--- config.mk ---
export PLATFORM = sky130hd
export DESIGN_NAME = mixer_pipe
export DESIGN_NICKNAME = d
export VERILOG_FILES = /design/src/rtl/mixer_pipe.sv
export SDC_FILE = /design/constraint.sdc
export NUM_CORES = 2
export LEC_CHECK = 0
export ABC_AREA = 1
export CORE_ASPECT_RATIO = 1.1
export CORE_MARGIN = 2
export CORE_UTILIZATION = 65
export CTS_CLUSTER_DIAMETER = 150
export DETAILED_ROUTE_END_ITERATION = 8
export PLACE_DENSITY = 0.88
export SLEW_MARGIN = 0
export SYNTH_ARGS = -nofsm -noshare
export SYNTH_HDL_FRONTEND = slang
export SYNTH_SLANG_ARGS = --single-unit
--- constraint.sdc ---
create_clock -name clk -period 8.2 [get_ports clk]
set_input_delay 0.82 -clock clk [delete_from_list [all_inputs] [get_ports clk]]
set_output_delay 0.82 -clock clk [all_outputs]
set_load 0.005 [all_outputs]
--- src/rtl/mixer_pipe.sv ---
// Pipelined interpolator x LO mixer with amplitude scaling and sticky saturation.
// Define MIXER_ROUND_EN for round-half-up shifts; the default build truncates.
module mixer_pipe #(
  parameter int DW = 20,
  parameter int AW = 25,
  parameter int LO_SHIFT = 15,
  parameter int AMP_FRAC = 23,
  parameter logic [AW-1:0] AMP_DEFAULT = AW'(25'h028619A)
) (
  input  logic                 clk,
  input  logic                 rst,
  input  logic                 in_valid,
  output logic                 in_ready,
  input  logic signed [DW-1:0] interp_i,
  input  logic signed [DW-1:0] lo_i,
  input  logic                 amp_wr,
  input  logic signed [AW-1:0] amp_data,
  output logic signed [AW-1:0] amp_o,
  output logic                 out_valid,
  input  logic                 out_ready,
  output logic signed [DW-1:0] mix_o,
  output logic                 sat_o,
  input  logic                 sat_clr
);

  localparam int PW = 2 * DW;
  localparam int MW = DW + AW;

  localparam logic signed [PW:0] HI1 =
    {{(PW-DW+2){1'b0}}, {(DW-1){1'b1}}};
  localparam logic signed [PW:0] LO1 =
    {{(PW-DW+2){1'b1}}, {(DW-1){1'b0}}};
  localparam logic signed [MW:0] HI3 =
    {{(MW-DW+2){1'b0}}, {(DW-1){1'b1}}};
  localparam logic signed [MW:0] LO3 =
    {{(MW-DW+2){1'b1}}, {(DW-1){1'b0}}};
  localparam logic signed [DW-1:0] DMAX = {1'b0, {(DW-1){1'b1}}};
  localparam logic signed [DW-1:0] DMIN = {1'b1, {(DW-1){1'b0}}};

  // Extra top bit keeps the rounding add from wrapping.
`ifdef MIXER_ROUND_EN
  localparam logic signed [PW:0] RND1 =
    {{PW{1'b0}}, 1'b1} << (LO_SHIFT - 1);
  localparam logic signed [MW:0] RND3 =
    {{MW{1'b0}}, 1'b1} << (AMP_FRAC - 1);
`else
  localparam logic signed [PW:0] RND1 = '0;
  localparam logic signed [MW:0] RND3 = '0;
`endif

  logic                 en;
  logic                 v1;
  logic                 v2;
  logic signed [PW-1:0] p1;
  logic signed [MW-1:0] m2;
  logic signed [PW-1:0] p1_d;
  logic signed [MW-1:0] m2_d;
  logic signed [PW:0]   x1;
  logic signed [PW:0]   s1;
  logic signed [DW-1:0] i2;
  logic                 c1;
  logic signed [MW:0]   x3;
  logic signed [MW:0]   s3;
  logic signed [DW-1:0] mix_d;
  logic                 c3;

  assign en = !out_valid || out_ready;
  assign in_ready = en;

  always_comb begin
    p1_d = $signed({{DW{interp_i[DW-1]}}, interp_i})
         * $signed({{DW{lo_i[DW-1]}}, lo_i});

    x1 = $signed({p1[PW-1], p1}) + RND1;
    s1 = x1 >>> LO_SHIFT;
    c1 = 1'b0;
    i2 = s1[DW-1:0];
    if (s1 > HI1) begin
      i2 = DMAX;
      c1 = 1'b1;
    end else if (s1 < LO1) begin
      i2 = DMIN;
      c1 = 1'b1;
    end

    m2_d = $signed({{AW{i2[DW-1]}}, i2})
         * $signed({{DW{amp_o[AW-1]}}, amp_o});

    x3 = $signed({m2[MW-1], m2}) + RND3;
    s3 = x3 >>> AMP_FRAC;
    c3 = 1'b0;
    mix_d = s3[DW-1:0];
    if (s3 > HI3) begin
      mix_d = DMAX;
      c3 = 1'b1;
    end else if (s3 < LO3) begin
      mix_d = DMIN;
      c3 = 1'b1;
    end
  end

  always_ff @(posedge clk) begin
    if (rst) begin
      v1        <= 1'b0;
      v2        <= 1'b0;
      out_valid <= 1'b0;
      p1        <= '0;
      m2        <= '0;
      mix_o     <= '0;
      sat_o     <= 1'b0;
      amp_o     <= AMP_DEFAULT;
    end else begin
      if (amp_wr)
        amp_o <= amp_data;
      if (en) begin
        v1        <= in_valid;
        p1        <= p1_d;
        v2        <= v1;
        m2        <= m2_d;
        out_valid <= v2;
        mix_o     <= mix_d;
      end
      // A clip on the same edge as sat_clr wins.
      sat_o <= (sat_o && !sat_clr)
            || (en && ((v1 && c1) || (v2 && c3)));
    end
  end

endmodule

==> reports/qor.yml <==
path_buf_inv: 8
fin_cells: 5445
first_iter_violations: 2782
num_rows: 92
critical_path_peak_fanout: 11
tightestPinTransition_ns: 1.13
dp_hpwl_microns: 88600
core_area_sq_mm: 0.0570
drive_gt1_share_pct: 3.62
skew_ns: 0.0110
ys_async_sr_fraction_pct: 0
post-cts-setup-buffers: 0
finalSetupViolCount: 0
boundaryPins: 119
synthXorXnorAreaFrac_pct: 0.824
finalHoldViolations: 0
postSynthAreaPerCell_sq_um: 8.02
hp-class: "flip-flop to flip-flop"
place_inst: 5428
syn_area_sq_mm: 0.0372
viasPerCell: 5.70
htreeDepth: 3
yosysWarnings: 0
worstSkewPairLatency_ns: 0.39
min_period_ns: 7.88
synth-adder-area-share_pct: 57.2
slowest_stage: "fa_1"
antenna_found_initial: 1
grt_pass1_wl_microns: 170000
yosysTopAreaCell: "fa_1"
startpoint_type: "flip-flop"
cts_buffer_depth: 2
cts_resized: 0
max_freq_mhz: 127
antenna_left: 0
die_x_microns: 232
synthTopCellsByArea: "fa_1 50%, inv_1 13%, nand2_1 8.9%, ha_1 7.3%, dfxtp_1 5.2%"
netlist_top_cells_count: "1,335 x inv_1, 928 x fa_1, 878 x nand2_1"
stdcell_area_sq_mm: 0.0398
numCtsBuffers: 9
crit_arrival_ns: 8.17
synth_ff_type: "dfxtp_1"
synthMuxAreaShare_pct: 0
grt_pass1_vias: 33531
drt-pass1-iter-count: 9
cts_root_buf: "clkbuf_16"
synth_cell_type_count: 44
gp_congestion: 1.01
setup_tns_ns: 0
synth_top_area_share_pct: 49.9
grt_max_degree: 104
overflow: 0
criticalPathCategory: "flip-flop to flip-flop"
dpl_cell_area_sq_mm: 0.0395
die_area_sq_mm: 0.0592
port_buffers: 118
synth_edf_count: 0
grt_setup_unrepaired: "false"
drc_errors: 0
layout-area-overhead-vs-synth_pct: 6.83
slew_headroom_pct: 24.7
path_clk_slew_ns: 0.08
synth.most_common_cell: "inv_1"
hold_ws_ns: 0.465
wl_microns: 105000
critical_path.max_stage_delay_ns: 0.59
detail_route.wl_per_cell_microns: 19.3
initial_utilization_pct: 65.3
fin_crit_sh_pct: 96.1
yosys.area_share.simple_pct: 15.2
fin_nets: 5904
chipHeight_microns: 255
synth_top_family_by_area: "adder cells"
outcome: "complete, no violations"
path_delay_family: "adder cells"
cts.sinks: 96
path_common_cell: "fa_1"
end_kind: "flip-flop"
synth_seq_cells: 96
worstPathRequired_ns: 8.49
cts_tree: "built"
slew_viol_final: 0
synthCells: 4642
grt_use_total_pct: 37.2
ys_seq_area_share_pct: 5.16
cts_hold_buf: 0
synth-compound-area-share_pct: 6.04
drv_cap: 0
syn_nets: 5859
vias: 31037
metrics by stage:
stage               utilization [%]  worst slack, ns
floorplan                         -            0.807
global placement               69.2            0.308
detailed placement             69.2            0.169
CTS                            69.8            0.469
global route                   69.8           0.0369
finish                         69.8            0.322
final timing paths:
kind                             start   endpoint  slack, ns  cells past startpoint
worst max-delay path            p1[36]     m2[39]       0.32                     29
worst min-delay path            m2[34]  mix_o[11]       0.46                      2
worst max register to register  p1[36]     m2[39]       0.32                     29
worst min register to register  m2[34]  mix_o[11]       0.46                      2
worst min-delay path, stage by stage (launching register included):
cell and delay, ns:
dfxtp_1 0.31, nand2_1 0.06, a21oi_1 0.05
layout make-up:
type	instances	area, sq um
Fill cell	4237	17200
Timing Repair Buffer	227	2020
Multi-Input combinational cell	3007	29500
Tap cell	752	941
Antenna cell	1	2.50
Clock inverter	7	78.8
Clock buffer	9	225
Sequential cell	96	1920
Inverter	1346	5050
registers in the layout (all words and copies together) (netlist names):
name       count
mix_o         20
sat_o          1
amp_o         25
p1            25
m2            22
v1             1
out_valid      1
v2             1
logic make-up (layout without fill, tap and decap cells):
group,after synthesis,in the layout
AOI/OAI and AO/OA,399,399
xor gates and xnor gates,35,35
adders and majority gates,1146,1146
buffers and inverters,1539,1589
DFF,96,96
other,0,1
and+or+nand+nor,1427,1427
routing by layer:
metal | GRT usage (%) | routed length (microns)
met1 | 45.0 | 35900
met2 | 62.0 | 51100
met3 | 8.41 | 11400
met4 | 21.1 | 6810
met5 | 0 | 0
cells in the final DEF, fill, tap and decap left out, types with 2 or more instances in the layout:
master	instances
clkdlybuf4s50_1	118
nor2_1	404
a21o_1	14
nand4_1	14
inv_8	4
buf_12	2
or2_2	21
o21bai_1	21
buf_4	107
clkinv_1	9
nor4_1	11
o21a_1	8
dfxtp_1	96
and3_1	2
inv_2	4
o21ai_1	6
ha_1	218
xor2_1	17
nand3_1	66
a21oi_1	148
xnor2_1	18
nand3b_1	2
o21ai_0	139
o21ai_2	3
o221ai_1	3
nand2_1	878
clkbuf_16	9
o211ai_1	17
fa_1	928
a31oi_1	27
nor3_1	13
nand2_2	9
a211oi_1	3
a21boi_0	5
inv_1	1333
Power is left out: the tool's default activity adds up to more than one toggle a clock period on the data nets, which glitch-free logic cannot reach.
